$ cat config.mk
export PLATFORM = sky130hd
export DESIGN_NAME = pwm_step_sequencer
export DESIGN_NICKNAME = d
export VERILOG_FILES = /design/src/rtl/pwm_step_sequencer.sv
export SDC_FILE = /design/constraint.sdc
export NUM_CORES = 1
export LEC_CHECK = 0
export ABC_AREA = 1
export CAP_MARGIN = 0
export CORE_ASPECT_RATIO = 0.75
export CORE_UTILIZATION = 50
export CTS_CLUSTER_SIZE = 30
export DETAILED_ROUTE_END_ITERATION = 10
export PLACE_DENSITY_LB_ADDON = 0.15
export SYNTH_ARGS = -nofsm -noshare
export SYNTH_HDL_FRONTEND = slang
export SYNTH_SLANG_ARGS = --single-unit
export TNS_END_PERCENT = 20
$ cat constraint.sdc
create_clock -name clk -period 11.1 [get_ports clk]
set_input_delay 2.775 -clock clk [delete_from_list [all_inputs] [get_ports clk]]
set_output_delay 2.775 -clock clk [all_outputs]
set_load 0.02 [all_outputs]
$ cat src/rtl/pwm_step_sequencer.sv
// Step-table PWM sequencer: plays DEPTH-entry {period, high, repeats} steps back to back on opin.
// Define PWM_STEP_SEQUENCER_LOOP_EN to add the `loop` input for continuous replay.
module pwm_step_sequencer #(
  parameter int CNT_W  = 16,
  parameter int DEPTH  = 4,
  parameter int ADDR_W = 2
) (
  input  logic              clk,
  input  logic              rst,
  input  logic              cfg_we,
  input  logic [ADDR_W-1:0] cfg_addr,
  input  logic [CNT_W-1:0]  cfg_period,
  input  logic [CNT_W-1:0]  cfg_high,
  input  logic [CNT_W-1:0]  cfg_reps,
  input  logic [ADDR_W:0]   cfg_len,
  input  logic              start,
  input  logic              stop,
`ifdef PWM_STEP_SEQUENCER_LOOP_EN
  input  logic              loop,
`endif
  output logic              busy,
  output logic              done,
  output logic [ADDR_W-1:0] step_idx,
  output logic              opin
);

  typedef enum logic [1:0] {IDLE, RUN, FIN} state_t;

  localparam logic [CNT_W-1:0]  CNT_ONE  = 1;
  localparam logic [ADDR_W-1:0] STEP_ONE = 1;
  localparam logic [ADDR_W:0]   LEN_ONE  = 1;

  state_t            state_q, state_d;
  logic [CNT_W-1:0]  period_q [DEPTH];
  logic [CNT_W-1:0]  period_d [DEPTH];
  logic [CNT_W-1:0]  high_q   [DEPTH];
  logic [CNT_W-1:0]  high_d   [DEPTH];
  logic [CNT_W-1:0]  reps_q   [DEPTH];
  logic [CNT_W-1:0]  reps_d   [DEPTH];
  logic [CNT_W-1:0]  cnt_q, cnt_d;
  logic [CNT_W-1:0]  rep_q, rep_d;
  logic [ADDR_W:0]   len_q, len_d;
  logic [ADDR_W-1:0] step_q, step_d;
  logic              opin_q, opin_d;

  logic              loop_req;
  logic [CNT_W-1:0]  cur_p, cur_h, cur_r;
  logic [CNT_W-1:0]  nxt_p, nxt_h, nxt_r;
  logic              cur_skip, wrap, last_rep, last_step;

`ifdef PWM_STEP_SEQUENCER_LOOP_EN
  assign loop_req = loop;
`else
  assign loop_req = 1'b0;
`endif

  // Table is frozen while a sequence plays so the step being generated can never change under it.
  always_comb begin
    for (int i = 0; i < DEPTH; i++) begin
      period_d[i] = period_q[i];
      high_d[i]   = high_q[i];
      reps_d[i]   = reps_q[i];
    end
    if (cfg_we && state_q != RUN) begin
      period_d[cfg_addr] = cfg_period;
      high_d[cfg_addr]   = cfg_high;
      reps_d[cfg_addr]   = cfg_reps;
    end
  end

  assign cur_p     = period_q[step_q];
  assign cur_h     = high_q[step_q];
  assign cur_r     = reps_q[step_q];
  assign cur_skip  = (cur_p == '0) || (cur_r == '0);
  assign wrap      = (cnt_q == cur_p - CNT_ONE);
  assign last_rep  = (rep_q == cur_r - CNT_ONE);
  assign last_step = ({1'b0, step_q} == len_q - LEN_ONE);

  always_comb begin
    state_d = state_q;
    cnt_d   = cnt_q;
    rep_d   = rep_q;
    step_d  = step_q;
    len_d   = len_q;
    case (state_q)
      IDLE: begin
        if (start) begin
          if (cfg_len == '0) begin
            state_d = FIN;
            step_d  = '0;
          end else if (!stop) begin
            state_d = RUN;
            len_d   = cfg_len;
            step_d  = '0;
            cnt_d   = '0;
            rep_d   = '0;
          end
        end
      end
      RUN: begin
        if (stop) begin
          state_d = IDLE;
        end else if (cur_skip || (wrap && last_rep)) begin
          cnt_d = '0;
          rep_d = '0;
          if (!last_step) begin
            step_d = step_q + STEP_ONE;
          end else if (loop_req) begin
            step_d = '0;
          end else begin
            state_d = FIN;
          end
        end else if (wrap) begin
          cnt_d = '0;
          rep_d = rep_q + CNT_ONE;
        end else begin
          cnt_d = cnt_q + CNT_ONE;
        end
      end
      FIN:     state_d = IDLE;
      default: state_d = IDLE;
    endcase
  end

  // opin is computed from the upcoming step/count so the registered output lines up with busy.
  assign nxt_p  = period_q[step_d];
  assign nxt_h  = high_q[step_d];
  assign nxt_r  = reps_q[step_d];
  assign opin_d = (state_d == RUN) && (nxt_p != '0) && (nxt_r != '0) && (cnt_d < nxt_h);

  always_ff @(posedge clk or posedge rst) begin
    if (rst) begin
      state_q <= IDLE;
      cnt_q   <= '0;
      rep_q   <= '0;
      len_q   <= '0;
      step_q  <= '0;
      opin_q  <= 1'b0;
      for (int i = 0; i < DEPTH; i++) begin
        period_q[i] <= '0;
        high_q[i]   <= '0;
        reps_q[i]   <= '0;
      end
    end else begin
      state_q <= state_d;
      cnt_q   <= cnt_d;
      rep_q   <= rep_d;
      len_q   <= len_d;
      step_q  <= step_d;
      opin_q  <= opin_d;
      for (int i = 0; i < DEPTH; i++) begin
        period_q[i] <= period_d[i];
        high_q[i]   <= high_d[i];
        reps_q[i]   <= reps_d[i];
      end
    end
  end

  assign busy     = (state_q == RUN);
  assign done     = (state_q == FIN);
  assign step_idx = step_q;
  assign opin     = opin_q;

endmodule

# Word-level counts from Yosys, hierarchy flattened
# Index checks and enable logic that the tools add are counted.
dict set report totals {
  output_inout_bits 5
  elab_cells 111
  ff_bits 232
}
dict set report classes {
  n_eq_ne 12
  n_reduce_logical 17
  magnitude_cmp 5
  addsub 6
  bitwise_logic 5
  muxes 48
}
# operator count
set op_table {}
lappend op_table {{16-bit two-way mux} 23}
lappend op_table {{64-bit bitwise mux} 3}
lappend op_table {{16-bit binary-select mux with 2-bit select} 5}
lappend op_table {{16-bit one-hot mux with 2 select lines} 2}
lappend op_table {{16-bit by 1-bit adder with 16-bit output (second input constant)} 2}
lappend op_table {{16-bit demux with 2-bit select} 1}
lappend op_table {{16-bit equality test} 2}
lappend op_table {{16-bit logical NOT} 2}
lappend op_table {{16-bit nonzero test} 2}
lappend op_table {{16-bit by 1-bit subtractor with 16-bit output (second input constant)} 2}
lappend op_table {{2-bit two-way mux} 12}
lappend op_table {{16-bit < comparator} 1}
lappend op_table {{3-bit greater-or-equal comparator (second input constant)} 3}
lappend op_table {{2-bit NOT with 3-bit output} 3}
lappend op_table {{2-bit != test (second input constant)} 4}
lappend op_table {{2-bit one-hot mux with 2 select lines} 2}
lappend op_table {{1-bit logical AND} 6}
lappend op_table {{6-bit AND reduction} 1}
lappend op_table {{2-bit by 1-bit equality test with 1-bit output (second input constant)} 2}
lappend op_table {{4-bit AND reduction} 1}
lappend op_table {{2-bit by 3-bit equality test with 1-bit output} 1}
lappend op_table {{3-bit logical NOT} 1}
lappend op_table {{3-bit by 1-bit < comparator with 1-bit output (second input constant)} 1}
lappend op_table {{3-bit by 1-bit != test with 1-bit output (second input constant)} 1}
lappend op_table {{8 further kinds} 10}

# Depth between registers and ports, before layout
dict set report depth {
  depth_word 19
  ltp_mapped 37
  mapped_depth_nobuf 34
}

# Least setup slack after synthesis
# Ideal clock, no wire load.
dict set report synth_timing {
  path_kind {in2reg}
  startpoint {input port cfg_len[0]}
  endpoint {register opin_q, in the netlist opin}
  required_ns 11.023
  path_buffers 1
  setup_slack_ns 5.898
  setup_ns 0.077
  t_arrival_ns 5.125
  path_stages 18
  cell_sequence {nor3_1 inv_1 a21oi_1 o31ai_1 inv_1 nand2_1 nand2_2 clkbuf_1 nand2_1 a32o_1 ha_1 a21oi_1 nor2_1 a211oi_1 o221ai_1 nor2_1 o211ai_1 a21oi_1}
}
dict set report synth_via {
  elab_chain_cells 12
  word_cells_on_any_way 27
  classes_between {order compare (1); eq/ne (1); mux (18); bitwise (1); reduce/logical (6)}
}
# item line_no
set synth_lines {}
lappend synth_lines {{start, declared} 15} ;# input logic [ADDR_W:0] cfg_len,
lappend synth_lines {{3-bit logical NOT *} 88} ;# if (cfg_len == '0) begin
lappend synth_lines {{branches (longest 10 deep; another with 16-bit < comparator)} --}
lappend synth_lines {{1-bit logical AND *} 129} ;# assign opin_d = (state_d == RUN) && (nxt_p != '0) && (nxt_r != '0) && (cnt_d < nxt_h);
lappend synth_lines {{named net opin_d} 44} ;# logic opin_q, opin_d;
lappend synth_lines {{end signal, assigned} 150} ;# opin_q <= opin_d;
lappend synth_lines {{end, declared} 44}
# Mark *: on every way through the listed nets, which the timed path passes. The select of a mux whose other input is x is not followed.
# A chain may end at the register's enable or synchronous reset.

# Worst setup path in the final report
dict set report layout_timing {
  startpoint {register step_q[0], in the netlist step_idx[0]}
  endpoint {register opin_q, in the netlist opin}
}
dict set report layout_via {
  elab_chain_cells 19
  word_cells_on_any_way 50
  classes_between {add/sub (3); order compare (1); eq/ne (4); mux (30); bitwise (2); reduce/logical (10)}
}
# item line_no
set layout_lines {}
lappend layout_lines {{start, declared} 43} ;# logic [ADDR_W-1:0] step_q, step_d;
lappend layout_lines {{start signal, assigned} 149} ;# step_q <= step_d;
lappend layout_lines {{branches (longest 18 deep; another with 16-bit by 1-bit subtractor with 16-bit output)} --}
lappend layout_lines {{1-bit logical AND *} 129}
lappend layout_lines {{named net opin_d} 44}
# Marked as above.

==> key figures <==
Cells and area
  • Fraction of layout cells with a size suffix above 1: 5.37%
  • Final std cells w/o fill: 2169
  • Number of diodes: 0
  • Number of nets in the layout: 1885
  • Core Util, Final: 57.2%
  • Register area: 5810 sq um
  • Multi-input combinational cell area: 6390 sq um
  • Layout area overhead: 12.5%
  • Fill count: 2480

Worst setup path
  • Crit-path max FO: 70
  • FF-to-FF setup slack: 4480 ps
  • Crit-path most repeated cell: nand2_1
  • Top delay family on crit path: simple AND/OR/NAND/NOR gates
  • CP arrival: 7080 ps
  • Slowest Stage Delay on Critical Path: 620 ps
  • Worst endpoint required time: 11560 ps
  • Worst path slowest cell: buf_4
  • Setup crit end kind: flip-flop
  • R2R depth: 33
  • FF-to-FF Start: step_idx[0]$_DFF_PP0_
  • Setup crit start kind: flip-flop
  • Reg2reg end: opin$_DFF_PP0_
  • WP buf/inv: 3
  • Crit Path Class: flip-flop to flip-flop

Yosys
  • Synth Area in Compound Gates: 13.7%
  • Largest cells by area after synthesis: dfrtp_1 (44%), nand2_1 (18%), o21ai_0 (8.6%)
  • Yosys cell types: 46
  • Post-Synth Adder-Cell Area: 2.00%
  • Cell Area, Synth: 13200 sq um
  • Area leader, netlist: dfrtp_1
  • Seq/Total Area, Yosys: 44.1%
  • Synth top area share: 44.1%
  • Main combinational cell family by area after synthesis: simple AND/OR/NAND/NOR gates
  • Post-synthesis register bit count: 232
  • Xor and xnor fraction of the mapped netlist area: 1.93%
  • Synth cell count leaders: nand2_1 (614), dfrtp_1 (232), o21ai_0 (227)
  • Post-Syn Nets: 1866
  • Ys async rst share: 100%
  • Post-Synthesis Cells: 1787
  • Most instantiated library cell after synthesis: nand2_1
  • Post-synth EDFFs: 0
  • Top_reg_cell synth: dfrtp_1
  • Syn_area_per_cell: 7.37 sq um
  • Post-Synth Simple-Gate Area: 30.7%
  • Mux contribution to synthesized area: 0%
  • Synth Warn #: 0

STA
  • Fin crit share: 59.6%
  • WHS: 485 ps
  • Worst Skew: 15.6 ps
  • Final Hold Fails: 0
  • Slew margin rel.: 28.8%
  • Final Slew Violations: 0
  • Setup_tns: 0 ps
  • FMAX: 151 MHz
  • Final Critical Period: 6620 ps
  • Unrepaired setup endpoints after global routing: false
  • Setup violators final: 0
  • Least-Margin Pin Slew: 1070 ps

Clock tree
  • Hold buffers post-CTS: 0
  • Cts bufs inserted: 25
  • Clk Latency, worst-skew pair: 530 ps
  • CTS sink cnt: 232
  • Clk buf depth: 3
  • Worst-path clk slew: 60 ps
  • Post-CTS Resized: 0
  • # H-tree levels: 1
  • Post CTS Setup Buffer Count: 0
  • CTS tree: done
  • Clock Tree Root: clkbuf_16

GRT
  • GR Overflow Total: 0
  • Antenna violations before repair: 0
  • Vias in the first global route: 11.2k
  • First-pass GRT wire length: 59.3 mm
  • Global Route Usage Sum: 27.7%
  • Largest net degree at the start of global routing: 97

Routing
  • Vias per cell: 5.58
  • Routed Antenna Nets: 0
  • Drt total wl: 36.2 mm
  • Pre-antenna DRT Iters: 5
  • Number of remaining DRC errors: 0
  • 1st-iter DRT viols: 973
  • Via count: 12.1k
  • DR WL/cell: 16.7 microns

Floorplan
  • Total core area: 25900 sq um
  • I/O pins: 63
  • Initial core utilization: 50.8%
  • Num rows: 51
  • Die W: 189 microns
  • Die area: 27000 sq um
  • Die Y: 143 microns

Pwr
  • Pleak: 7.10 nW
  • Max rail drop VDD: 0.133 mV
  • Switch Pwr: 1.08 mW
  • Sw Ratio: 36.4%
  • Internal power: 1.87 mW
  • Pwr Total: 2.95 mW
  • Power density cells: 199 nW/um^2
  • Logic gate share of total power: 30.2%
  • Seq pwr share: 39.3%
  • Clock network fraction of design power: 30.6%

Placed design
  • IO buf count: 62
  • Placed Cells: 2123
  • Detailed Place HPWL: 25.1 mm
  • GPL Wtd Cong: 0.923

Hold path
  • WHS Endpoint: high_q[38]$_DFFE_PP0P_
  • Hold_sp: high_q[38]$_DFFE_PP0P_
  • HP Class: flip-flop to flip-flop
  • Worst Hold Depth: 2

Status
  • Status: finished clean

Flow run
  • Max cap viols: 0
power groups by stage:
stage / registers, mW / clock network (mW) / logic, mW
CTS: 1.15 / 0.919 / 0.889
global placement: 1.17 / 0 / 0.864
detailed placement: 1.17 / 0 / 0.883
finish: 1.16 / 0.902 / 0.890
global route: 1.18 / 0.953 / 1.02
floorplan: 1.12 / 0 / 0.691
per-layer routing:
layer | global-route usage (%) | vias up | routed length [microns]
met2 | 42.6 | 374 | 15600
met3 | 4.34 | 64 | 2200
met5 | 0 | - | 0
met4 | 8.66 | 0 | 1040
li1 | - | 5948 | -
met1 | 40.0 | 5726 | 17400
worst max-delay path by stage:
stage | depth (start not counted) | slack, ps | end | startpoint
4_1_cts | 33 | 4480 | opin$_DFF_PP0_ | step_idx[0]$_DFF_PP0_
3_3_place_gp | 18 | 4530 | opin$_DFF_PP0_ | stop
6_report | 33 | 4480 | opin$_DFF_PP0_ | step_idx[0]$_DFF_PP0_
3_5_place_dp | 18 | 4310 | opin$_DFF_PP0_ | stop
5_1_grt | 33 | 3770 | opin$_DFF_PP0_ | step_idx[0]$_DFF_PP0_
2_1_floorplan | 1 | 1960 | cnt_q[0]$_DFF_PP0_ | rst
cells in the final DEF (no fill, tap or decap), types with 8 or more instances in the layout:
master	instances
nand2_1	612
clkbuf_16	25
nor3_1	12
nand4_1	19
dfrtp_1	231
a21oi_1	32
nand2_2	15
nand3_1	151
xor2_1	22
ha_1	21
nor4_1	34
nor2_1	88
o21ai_0	227
inv_1	146
o41ai_1	10
clkdlybuf4s50_1	62
buf_4	8
a32o_1	11
clkbuf_8	10
state kept, by name (all words and copies together), names as in the netlist:
signal    cells
state_q       2
period_q     64
reps_q       64
opin          1
len_q         3
cnt_q        16
step_idx      2
rep_q        16
high_q       64
through the flow:
| step | worst slack, ps | instance area, sq um |
|---|---|---|
| floorplan | 1960 | 13200 |
| global placement | 4530 | 13900 |
| global route | 3770 | 14800 |
| detailed placement | 4310 | 13900 |
| finish | 4480 | 14800 |
| CTS | 4480 | 14800 |
worst reg2reg max path, delay by kind of cell, from the launching register on:
kind	cells	cell delay [ps]
adders and majority gates	2	460
AOI/OAI and AO/OA	6	1030
DFF	1	340
buffers and inverters	3	1530
and+or+nand+nor	22	3190
layout make-up:
| type | instances | share of cell area [%] |
|---|---|---|
| Clock buffer | 37 | 5.20 |
| Clock inverter | 9 | 0.879 |
| Inverter | 156 | 4.03 |
| Multi-Input combinational cell | 1321 | 43.2 |
| Sequential cell | 232 | 39.2 |
| Tap cell | 344 | 2.91 |
| Timing Repair Buffer | 70 | 4.60 |
cells by family (layout without fill, tap and decap cells):
kind of cell	after synthesis	in the layout
AOI/OAI and AO/OA	319	319
and+or+nand+nor	952	952
adders and majority gates	21	21
DFF	232	232
xor gates and xnor gates	29	29
buffers and inverters	234	272
(Power assumes the default switching activity.)
